## src/rtl/obm_dma.sv

```systemverilog
`timescale 1ns/1ps
`default_nettype none
// ============================================================================
//  Module   : obm_dma
//  Purpose  : Copies one page of CPU work RAM (4*NUM_OBJECTS bytes) into
//             Object Memory in VRAM. A transfer only moves bytes while vblank
//             is high, so the foreground never scans a half-updated table.
//  Revision : 1.0  initial release
// ============================================================================
module obm_dma #(
    parameter int                         NUM_OBJECTS     = 64,
    parameter int                         VRAM_ADDR_WIDTH = 12,
    parameter logic [VRAM_ADDR_WIDTH-1:0] OBM_BASE        = 12'h800
) (
    input  logic                       cpu_clk,
    input  logic                       rst_n,
    input  logic                       cpu_clk_enable,
    input  logic                       reg_write,
    input  logic [7:0]                 reg_data,
    input  logic                       vblank,
    output logic                       mem_req,
    output logic [15:0]                mem_addr,
    input  logic                       mem_ack,
    input  logic [7:0]                 mem_rdata,
    output logic [VRAM_ADDR_WIDTH-1:0] vram_addr,
    output logic [7:0]                 vram_data,
    output logic                       vram_write_enable,
    output logic                       busy,
    output logic                       done,
    output logic                       overrun
);

    // Byte counter spans 0 .. 4*NUM_OBJECTS-1
    localparam int              CNT_W  = $clog2(4 * NUM_OBJECTS);
    localparam logic [CNT_W-1:0] c_LAST = CNT_W'(4 * NUM_OBJECTS - 1);

    typedef enum logic [2:0] {
        S_IDLE        = 3'd0,
        S_WAIT_VBLANK = 3'd1,
        S_READ        = 3'd2,
        S_WRITE       = 3'd3,
        S_DONE        = 3'd4
    } state_t;

    state_t           r_state;
    logic [CNT_W-1:0] r_cnt;
    logic [7:0]       r_page;
    logic [7:0]       r_data;
    logic             r_overrun;

    // Transfer sequencer: every register only moves on an enabled cycle
    always_ff @(posedge cpu_clk or negedge rst_n) begin
        if (!rst_n) begin
            r_state   <= S_IDLE;
            r_cnt     <= '0;
            r_page    <= 8'h00;
            r_data    <= 8'h00;
            r_overrun <= 1'b0;
        end else if (cpu_clk_enable) begin
            // A trigger that lands while a copy is in progress is dropped and flagged
            if (reg_write && (r_state != S_IDLE)) begin
                r_overrun <= 1'b1;
            end
            case (r_state)
                S_IDLE: begin
                    if (reg_write) begin
                        r_page    <= reg_data;
                        r_cnt     <= '0;
                        r_overrun <= 1'b0;
                        r_state   <= S_WAIT_VBLANK;
                    end
                end
                S_WAIT_VBLANK: begin
                    if (vblank) begin
                        r_state <= S_READ;
                    end
                end
                S_READ: begin
                    // vblank is deliberately ignored here: an issued read always completes
                    if (mem_ack) begin
                        r_data  <= mem_rdata;
                        r_state <= S_WRITE;
                    end
                end
                S_WRITE: begin
                    if (r_cnt == c_LAST) begin
                        r_state <= S_DONE;
                    end else begin
                        r_cnt   <= r_cnt + 1'b1;
                        r_state <= vblank ? S_READ : S_WAIT_VBLANK;
                    end
                end
                S_DONE: begin
                    r_state <= S_IDLE;
                end
                default: begin
                    r_state <= S_IDLE;
                end
            endcase
        end
    end

    // Outputs decoded purely from registered state; no path from mem_ack
    assign mem_req           = (r_state == S_READ);
    assign mem_addr          = {r_page, 8'h00} | 16'(r_cnt);
    assign vram_write_enable = (r_state == S_WRITE);
    assign vram_addr         = OBM_BASE + VRAM_ADDR_WIDTH'(r_cnt);
    assign vram_data         = r_data;
    assign busy              = (r_state != S_IDLE);
    assign done              = (r_state == S_DONE);
    assign overrun           = r_overrun;

endmodule
`default_nettype wire

```

## config.mk

```make
export PLATFORM = sky130hd
export DESIGN_NAME = obm_dma
export DESIGN_NICKNAME = d
export VERILOG_FILES = /design/src/rtl/obm_dma.sv
export SDC_FILE = /design/constraint.sdc
export NUM_CORES = 1
export LEC_CHECK = 0
export BUFFER_PORTS_ARGS = -buffer_cell sky130_fd_sc_hd__buf_2
export CORE_ASPECT_RATIO = 1.2
export CORE_MARGIN = 2
export CORE_UTILIZATION = 45
export CTS_BUF_LIST = sky130_fd_sc_hd__clkbuf_4
export DETAILED_ROUTE_END_ITERATION = 10
export PLACE_DENSITY = 0.73
export SLEW_MARGIN = 5
export SYNTH_ARGS = -nofsm -noshare
export SYNTH_HDL_FRONTEND = slang
export SYNTH_SLANG_ARGS = --single-unit
```

## constraint.sdc

```tcl
create_clock -name cpu_clk -period 5.6 [get_ports cpu_clk]
set_input_delay 0.28 -clock cpu_clk [delete_from_list [all_inputs] [get_ports cpu_clk]]
set_output_delay 0.28 -clock cpu_clk [all_outputs]
set_load 0.01 [all_outputs]
```

### Word-level counts from Yosys, hierarchy flattened

Cells that the tools add are included.

* memories kept: 0
* flip-flop bits (word level): 28
* latch bits: 0
* output and inout port bits: 41
* logic and storage cells: 37
* ROM bits: 0
* RAM bits: 0

* shifts and indexed selects: 0
* add/sub/neg operators: 2
* equal/unequal tests: 9
* magnitude comparators: 0
* bitwise operators: 1
* multipliers: 0
* reductions and logical operators: 8
* div/mod/pow operators: 0
* mux-type cells: 12

Operators by type and width (number)
* two-way mux 8 bit: 2
* bitwise OR 16 x 8 -> 16 bit: 1
* case mux 8 bit (2 select lines): 1
* adder 12 x 8 -> 12 bit (first input constant): 1
* two-way mux 3 bit: 4
* case mux 3 bit (4 select lines): 1
* adder 8 x 1 -> 8 bit (second input constant): 1
* equality test 8 bit (second input constant): 1
* AND reduction 4 bit: 2
* equality test 3 x 2 -> 1 bit (second input constant): 2
* != test 2 bit (second input constant): 3
* AND reduction 3 bit: 2
* equality test 3 x 1 -> 1 bit (second input constant): 1
* equality test 3 bit (second input constant): 1
* zero test 3 bit: 1
* two-way mux 1 bit: 3
* nonzero test 3 bit: 1
* two-way mux 2 bit: 1
* != test 2 x 1 -> 1 bit (second input constant): 1
* nonzero test 2 bit: 1
* logical AND 1 bit: 1

### Logic depth before layout (Yosys ltp)

Gate-level depths: netlist of run 1.

* word-level depth: 5
* depth in mapped cells: 6
* gate-level depth less buffers: 5

### Least setup slack after synthesis of run 1

Ideal clock, no wire load.

* path type: reg2reg
* start: reg r_state[1]
* end: reg r_cnt[5]
* cell stages (with the launch flop): 6
* clock period less this slack: 1.802 ns
* library setup time: 0.078 ns
* required time: 5.522 ns
* path buffers: 1
* setup slack: 3.798 ns
* arrival: 1.724 ns
* cells stage by stage: dfrtp_1 -> buf_6 -> or3b_4 -> a211o_1 -> or4_1 -> a21oi_1

* longest elaborated chain between the ends: 3
* elaborated cells on any way between the ends: 7
* those cells by class: 3 x eq/ne; 1 x mux; 3 x reduce/logical

RTL lines
* start, declared: RTL line 45 `state_t r_state;`
* start signal, assigned: RTL line 90 `r_state <= vblank ? S_READ : S_WAIT_VBLANK;`
* equality test 3 x 2 -> 1 bit / zero test 3 bit (equally long branches): RTL line 64 `case (r_state)`
* != test 2 bit (no line) / nonzero test 2 bit (equally long branches)
* AND reduction 4 bit (no line)
* end signal, assigned: RTL line 89 `r_cnt <= r_cnt + 1'b1;`
* end, declared: RTL line 46 `logic [CNT_W-1:0] r_cnt;`

Parallel ways exist; a longest one is shown, timed or not.
A chain may end at the register's enable or synchronous reset.

### Worst setup path after layout of run 1

Ends and elaborated chain as after synthesis.

==> flow_summary.yaml, run 1 <==
global_route:
  antenna_found_initial: 0
  grt_pass1_wl_um: 5257
  grt_max_degree: 29
  gr-total-overflow: 0
  grt_pass1_vias: 1181
  grtUsageTotal_pct: 17.82
synth:
  avgSynthCellArea_um2: 9.871
  syn_area_um2: 1421
  async_flop_share_pct: 100.0
  synthFlopType: "dfrtp_1"
  ys_types: 34
  ys_seq_elements: 28
  synth_edf_count: 0
  ys_seq_area_share_pct: 49.30
  synth_cells: 144
  ys_warn_count: 0
timing:
  fmax_mhz: 510.1
  grt_setup_unrepaired: "false"
  period_needed_ns: 1.960
  tns_ns: 0
  report.final.slew_viol_count: 0
  tightest_slew_ns: 0.6059
  finalCritPeriodShare_pct: 35.01
  setup_ws_ns: 3.640
  fin_skew_ns: 0.01285
  setup_violations: 0
  slew_headroom_pct: 59.61
  hold_viol_final: 0
setup_path:
  reg2reg_depth: 4
  cp_data_required_time_ns: 5.84
  rr_startpoint: "r_state[1]$_DFFE_PN0P_"
  cp_data_arrival_time_ns: 2.20
  rrSetupSlack_ns: 3.64
  crit_path_start_kind: "flop"
  path_class: "reg -> reg"
  worstSetupEndpointType: "flop"
  regToRegEndpoint: "r_cnt[5]$_DFFE_PN0P_"
  critical_path_peak_fanout: 10
clocking:
  clkTransAtPathRegs_ns: 0.14
  cts_buffers: 3
  cts_tree: "built"
  htree_levels: 1
  cts.path.max_buffers: 2
  cts-root-buf: "clkbuf_4"
  worstSkewPairLatency_ns: 0.32
  clkSinkCount: 28
  post_cts_buffers: 0
hold_path:
  hold_end: "r_page[7]$_DFFE_PN0P_"
  hp-start: "reg_data[7]"
  holdPathStages: 3
  min_path_type: "in -> reg"
place:
  placed_cells_incl_taps: 222
  post-place-ws_ns: 3.705
  dpl.hpwl_um: 2358
  placedInstanceArea_um2: 1644
  gp_congestion: 0.7758
  io_buffers: 58
floorplanning:
  core_um2: 3028
  die-width_um: 55.31
  row_count: 22
  start_util_pct: 46.94
  dieArea_um2: 3626
  die_y_um: 65.57
  num_io_pins: 63
final_layout:
  final_nets: 215
  stdcell_count: 226
  fillers: 299
  fin_util_pct: 55.37
  syn_to_final_growth_pct: 17.96
  antennaDiodeCount: 0
  drive_above_1_share_pct: 39.47
  finalInstanceArea_um2: 1677
run_status:
  status: "completed"
pwr:
  p_per_area_nw_per_um2: 483.5
  ir_worst_vdd_v: 0.0002764
  power_leakage_nw: 0.8570
detailed_routing:
  drtAntennaViolNets: 0
  drc_errors: 0
  first_iter_violations: 28
  wl_per_cell_um: 13.65
  vias_per_cell: 5.314
  via_count: 1201
  totalWireLength_um: 3085
  drtPass1Iterations: 4
job:
  cap_violations: 0
## through the flow
stage / total power, mW / hold slack [ns]
detailed placement: 0.7401 / 0.3249
global route: 0.8736 / 0.1411
floorplan: 0.6130 / -0.01559
CTS: 0.8193 / 0.1427
global placement: 0.7185 / 0.3153
finish: 0.8106 / 0.1509
## how the worst max path moves through the flow
stage | slack [ns] | start | end | cells past startpoint
CTS | 3.67 | r_state[1]$_DFFE_PN0P_ | r_cnt[5]$_DFFE_PN0P_ | 4
finish | 3.64 | r_state[1]$_DFFE_PN0P_ | r_cnt[5]$_DFFE_PN0P_ | 4
global route | 3.55 | r_state[0]$_DFFE_PN0P_ | r_cnt[5]$_DFFE_PN0P_ | 4
floorplan | 3.80 | r_state[1]$_DFFE_PN0P_ | r_cnt[5]$_DFFE_PN0P_ | 5
detailed placement | 3.71 | r_state[0]$_DFFE_PN0P_ | r_cnt[5]$_DFFE_PN0P_ | 4
global placement | 3.77 | r_state[1]$_DFFE_PN0P_ | r_cnt[5]$_DFFE_PN0P_ | 4
## metal layers
layer	vias to the layer above	share of wire [%]	track usage, %
met3	6	5.6	2.559
met5	-	0	0
met2	43	51	32.14
met4	0	1.3	6.098
met1	574	42	21.72
li1	578	-	-
## cells in the mapped netlist, types with 2 or more instances
cell type  instances  share of area, %
nand2b_1           3               1.3
nor2_1             2              0.53
or4_1              3               1.6
a21oi_1            7               2.5
nand2_1           29               7.7
mux2_2            10               7.9
buf_2              3               1.1
nor3b_1            5               2.6
inv_1              2              0.53
nor3_1             2              0.70
mux2i_1            2               1.4
buf_4             12               6.3
nand3_1            4               1.4
o21ai_0            7               2.5
conb_1             2              0.53
and3_1             2              0.88
o31ai_1            3               1.6
clkbuf_1           3              0.79
dfrtp_1           28                49
## what timing repair did
item,4_1_cts,5_1_grt
endpoints found under the hold margin,28,0
hold buffers,1,0
gates resized for setup,0,0
## cell families after synthesis
logic type | after synthesis | synth area share [%]
other | 2 | 0.5284
and+or+nand+nor | 56 | 19.90
adders and majority gates | 1 | 0.8801
muxes | 12 | 9.331
DFF | 28 | 49.30
AOI/OAI and AO/OA | 24 | 10.56
buffers and inverters | 21 | 9.507
## cells in the final DEF (no fill, tap or decap), types with 4 or more instances in the layout
master,instances
o21ai_0,7
conb_1,4
buf_2,58
nor3b_1,5
nand2_1,29
dfrtp_1,28
mux2_2,10
a21oi_1,7
nand3_1,4
## registers in the layout (all words and copies together) (netlist names), named ones only
signal,cells
r_cnt,8
r_page,8
vram_data,8
r_state,3
## power breakdown
group,internal [mW],switching [mW]
clock network,0.0252,0.0539
logic,0.168,0.190
registers,0.291,0.0827
total,0.484,0.326
## critical path, cell delays in order (launching register included)
cell	delay [ns]
dfrtp_1	0.50
or3b_4	0.43
a211o_1	0.36
or4_1	0.42
a21oi_1	0.16
## cell type report
| type | count | area, um2 | share of cell area, % |
|---|---|---|---|
| flip-flops and latches | 28 | 700.7 | 41.79 |
| multi-input cells | 97 | 593.1 | 35.37 |
| repair buffers | 60 | 307.8 | 18.36 |
| well taps | 36 | 45.04 | 2.687 |
| clock buffers | 3 | 22.52 | 1.343 |
| inverters | 2 | 7.507 | 0.4478 |
Power figures use the tool's default switching activity.
==> run 2, diff against run 1 <==
Settings changed: ABC_AREA set to 1.
Clock period 5.6 ns to 1.6 ns, I/O delays scaled along.
==> flow_summary.yaml, run 2 <==
clocking:
  clkTransAtPathRegs_ns: 0.16
  cts-root-buf: "clkbuf_4"
  post_cts_buffers: 0
  htree_levels: 1
  cts_tree: "built"
  worstSkewPairLatency_ns: 0.33
  cts.path.max_buffers: 2
  clkSinkCount: 28
  cts_buffers: 3
place:
  gp_congestion: 0.7778
  io_buffers: 58
  dpl.hpwl_um: 2296
global_route:
  grtUsageTotal_pct: 16.42
  antenna_found_initial: 0
  grt_max_degree: 29
  grt_pass1_vias: 1281
  grt_pass1_wl_um: 5506
  gr-total-overflow: 0
timing:
  fmax_mhz: 656.0
  hold_viol_final: 0
  grt_setup_unrepaired: "false"
  worst_hold_slack_ns: 0.04322
  fin_skew_ns: 0.01141
  setup_violations: 0
  period_needed_ns: 1.524
  tns_ns: 0
  report.final.slew_viol_count: 0
  tightest_slew_ns: 0.6414
  slew_headroom_pct: 57.24
  finalCritPeriodShare_pct: 95.28
pwr:
  power_leakage_nw: 1.125
  finalPower_mw: 2.785
  p_per_area_nw_per_um2: 1328
  ir_worst_vdd_v: 0.0006990
final_layout:
  layout_commonest_cell: "nand2_1"
  final_nets: 291
  syn_to_final_growth_pct: 24.61
  antennaDiodeCount: 0
  layout_common_cells: "nand2_1, buf_2, dfrtp_1"
  drive_above_1_share_pct: 36.33
  fillers: 340
synth:
  ys_seq_elements: 28
  syn_area_um2: 1683
  synth_top_area_share_pct: 41.64
  yosys.area.top_type: "dfrtp_1"
  avgSynthCellArea_um2: 8.372
  yosysMostFrequentCell: "nand2_1"
  ys_seq_area_share_pct: 41.64
  synthTopCellsByArea: "dfrtp_1, nand2_1, buf_4"
  synth_common_cells: "nand2_1, dfrtp_1, inv_1"
  ys_warn_count: 0
  async_flop_share_pct: 100.0
  synthFlopType: "dfrtp_1"
  ys_types: 28
  synth_cells: 201
  synth_edf_count: 0
floorplanning:
  dieArea_um2: 4247
  row_count: 24
  start_util_pct: 46.70
  core_um2: 3603
  num_io_pins: 63
  die_y_um: 70.99
  die-width_um: 59.83
detailed_routing:
  wl_per_cell_um: 10.66
  totalWireLength_um: 3261
  drtPass1Iterations: 4
  vias_per_cell: 4.618
  drc_errors: 0
  drtAntennaViolNets: 0
  via_count: 1413
  first_iter_violations: 63
setup_path:
  cp_data_required_time_ns: 1.52
  cp_cell_sequence: "nor2_4, nand2_2, buf_4, buf_2"
  critical_path_peak_fanout: 10
  cp_data_arrival_time_ns: 1.44
  worst_path_largest_cell_delay_ns: 0.53
  crit_path_start_kind: "flop"
  worstSetupEndpointType: "primary output"
  path_class: "reg -> out"
  slowest_stage: "dfrtp_2"
job:
  cap_violations: 0
run_status:
  status: "completed"
hold_path:
  min_path_type: "in -> reg"
## run 2: changes by cell type after synthesis, sizes merged, moves of 5 or more
| cell | change |
|---|---|
| mux2 | -10 |
| nor2 | +17 |
| nand3 | +7 |
| nand2 | +46 |
| a21oi | -5 |
| inv | +18 |
| o21ai | +13 |
## run 2: report_power, final
part | internal, mW | switching [mW]
Combinational | 0.542 | 0.792
Clock | 0.0914 | 0.211
Sequential | 0.952 | 0.197
Total | 1.59 | 1.20
## run 2: worst paths after layout
| path | start | to | slack, ns | depth (start not counted) |
|---|---|---|---|---|
| min reg2reg | vram_data[0]$_DFFE_PN0P_ | vram_data[0]$_DFFE_PN0P_ | 0.50 | 2 |
| min | reg_write | flop | 0.04 | 3 |
| min in group asynchronous | rst_n | r_page[5]$_DFFE_PN0P_ | 0.29 | 2 |
| max | r_state[1]$_DFFE_PN0P_ | busy | 0.08 | 4 |
| max reg2reg | r_cnt[0]$_DFFE_PN0P_ | r_cnt[3]$_DFFE_PN0P_ | 0.17 | 8 |
| max in group asynchronous | rst_n | r_state[0]$_DFFE_PN0P_ | 0.86 | 2 |
## run 2: logic make-up (layout without fill, tap and decap cells)
group | count (synthesis) | after routing | synth area share (%)
other cells | 2 | 4 | 0.4463
fa+ha+maj | 1 | 1 | 0.7434
buf+inv | 37 | 101 | 13.23
xor+xnor | 1 | 1 | 0.5205
flops | 28 | 28 | 41.64
compound gates | 23 | 23 | 8.774
simple gates | 109 | 109 | 34.65
## run 2: through the flow
| stage | util (%) | cell area [um2] | instances | worst slack, ns |
|---|---|---|---|---|
| after floorplan | - | 1690 | 203 | 0.2448 |
| after global placement | 52.67 | 1898 | 285 | 0.1829 |
| after detailed placement | 52.67 | 1898 | 285 | 0.1779 |
| after CTS | 58.13 | 2095 | 306 | 0.005226 |
| after global routing | 58.19 | 2097 | 306 | 0.01805 |
| final | 58.19 | 2097 | 306 | 0.07558 |
## run 2: final cells by class
class | instances | area, um2 | share of cell area (%)
clock inverter | 1 | 3.754 | 0.1790
inverter | 21 | 83.83 | 3.998
multi-input combinational | 138 | 767.0 | 36.58
clock buffer | 3 | 22.52 | 1.074
tap | 39 | 48.80 | 2.327
sequential | 28 | 703.2 | 33.53
timing repair buffer | 76 | 467.9 | 22.32
## run 2: metal layers
layer  wire length, um  GRT usage [%]  share of wire, %
met5                 0              0                 0
met4                34          5.926               1.0
met3               115          1.280               3.5
met2              1681          27.78                52
met1              1430          21.57                44
## run 2: critical path, delay by kind of cell (launching register included)
kind / cells / cell delay (ns)
and+or+nand+nor: 2 / 0.24
buffers and inverters: 2 / 0.34
DFF: 1 / 0.53
## run 2: repair_timing
| action | 4_1_cts | 5_1_grt |
|---|---|---|
| setup endpoints to repair | 0 | 1 |
| hold buffers | 17 | 0 |
| gates resized for setup | 0 | 2 |
| hold endpoints to repair | 44 | 0 |
==> run 3, diff against run 2 <==
Settings changed: CORE_UTILIZATION 45 to 30, GPL_TIMING_DRIVEN set to 1, PLACE_DENSITY 0.73 to 0.51.
==> flow_summary.yaml, run 3 (same netlist as run 2, synthesis figures left out) <==
place:
  io_buffers: 58
  post-place-ws_ns: 0.1819
  dpl.hpwl_um: 2587
  gp_congestion: 0.8078
setup_path:
  reg2reg_depth: 8
  cp_data_required_time_ns: 1.52
  path_class: "reg -> out"
  rrSetupSlack_ns: 0.19
  critical_path_peak_fanout: 10
  rr_startpoint: "r_cnt[0]$_DFFE_PN0P_"
  crit_path_start_kind: "flop"
  regToRegEndpoint: "r_cnt[4]$_DFFE_PN0P_"
  worstSetupEndpointType: "primary output"
  cp_data_arrival_time_ns: 1.42
hold_path:
  hp-start: "reg_write"
  holdPathStages: 3
  min_path_type: "in -> reg"
timing:
  finalCritPeriodShare_pct: 93.52
  grt_setup_unrepaired: "false"
  hold_viol_final: 0
  tightest_slew_ns: 0.6467
  period_needed_ns: 1.496
  setup_violations: 0
  slew_headroom_pct: 56.89
  report.final.slew_viol_count: 0
  setup_ws_ns: 0.1037
  fin_skew_ns: 0.01515
  fmax_mhz: 668.3
  tns_ns: 0
floorplanning:
  start_util_pct: 31.55
  dieArea_um2: 6227
  num_io_pins: 63
  core_um2: 5334
  row_count: 29
  die-width_um: 72.37
  die_y_um: 86.05
final_layout:
  syn_to_final_growth_pct: 28.40
  antennaDiodeCount: 0
  layout_commonest_cell: "nand2_1"
  drive_above_1_share_pct: 37.04
  fillers: 553
  layout_common_cells: "nand2_1, buf_2, dfrtp_1"
  final_nets: 294
  fin_util_pct: 40.51
job:
  cap_violations: 0
pwr:
  p_per_area_nw_per_um2: 1331
  ir_worst_vdd_v: 0.0004601
  power_leakage_nw: 1.143
global_route:
  grt_pass1_vias: 1308
  grtUsageTotal_pct: 11.87
  antenna_found_initial: 0
  gr-total-overflow: 0
  grt_max_degree: 29
  grt_pass1_wl_um: 5837
clocking:
  cts-root-buf: "clkbuf_4"
  htree_levels: 1
  cts.path.max_buffers: 2
  clkSinkCount: 28
  worstSkewPairLatency_ns: 0.33
  cts_tree: "built"
  clkTransAtPathRegs_ns: 0.16
  cts_buffers: 3
detailed_routing:
  first_iter_violations: 63
  drc_errors: 0
  vias_per_cell: 4.241
  drtAntennaViolNets: 0
  via_count: 1408
  wl_per_cell_um: 10.96
  drtPass1Iterations: 4
  totalWireLength_um: 3638
run_status:
  status: "completed"
## run 3: changes by cell type in the layout (fill, tap and decap cells not counted), sizes merged
cell | before | now
buf | 59 | 62
## run 3: stage by stage
| stage | hold WS (ns) | cell area, um2 | total power, mW | std cells |
|---|---|---|---|---|
| floorplan | -0.2156 | 1690 | 2.136 | 203 |
| global placement | 0.1653 | 1934 | 2.496 | 309 |
| detailed placement | 0.1605 | 1934 | 2.507 | 309 |
| CTS | 0.03126 | 2132 | 2.854 | 330 |
| global route | 0.04393 | 2161 | 3.116 | 332 |
| finish | 0.04428 | 2161 | 2.875 | 332 |
## run 3: power breakdown
part           total (mW)  internal [mW]  switching, mW
Combinational        1.45          0.611          0.839
Clock               0.296         0.0913          0.204
Sequential           1.13          0.952          0.178
Total                2.88           1.65           1.22
## run 3: worst max path at each step
stage,depth (start not counted),start,endpoint
floorplan,8,r_cnt[0]$_DFFE_PN0P_,r_cnt[3]$_DFFE_PN0P_
global placement,7,r_state[1]$_DFFE_PN0P_,r_cnt[6]$_DFFE_PN0P_
detailed placement,8,r_cnt[0]$_DFFE_PN0P_,r_cnt[6]$_DFFE_PN0P_
CTS,4,r_state[0]$_DFFE_PN0P_,busy
global route,4,r_state[2]$_DFFE_PN0P_,busy
finish,4,r_state[2]$_DFFE_PN0P_,busy
## run 3: worst max-delay path, cell delays in order, from the launching register on
cell and delay (ns):
dfrtp_1 0.49, nor2_4 0.17, nand2_2 0.09, buf_4 0.19, buf_2 0.15
## run 3: metal layers
metal	share of wire, %	vias to the layer above	global-route usage (%)
li1	-	747	-
met1	45	616	14.75
met2	48	39	20.10
met3	4.7	6	2.468
met4	2.1	0	4.377
met5	0	-	0
## run 3: layout make-up
cell class	instances	area (um2)	area share, %
Clock buffer	3	22.52	1.042
Clock inverter	1	3.754	0.1737
Inverter	21	83.83	3.880
Multi-Input combinational cell	138	767.0	35.50
Sequential cell	28	703.2	32.54
Tap cell	62	77.57	3.590
Timing Repair Buffer	79	503.0	23.28
## run 3: what timing repair did
action                                  in CTS  in global routing
hold buffers                                17                  0
resized for setup                            1                  1
endpoints found under the setup margin       1                  1
endpoints found under the hold margin       44                  0
buffers inserted                             0                  2
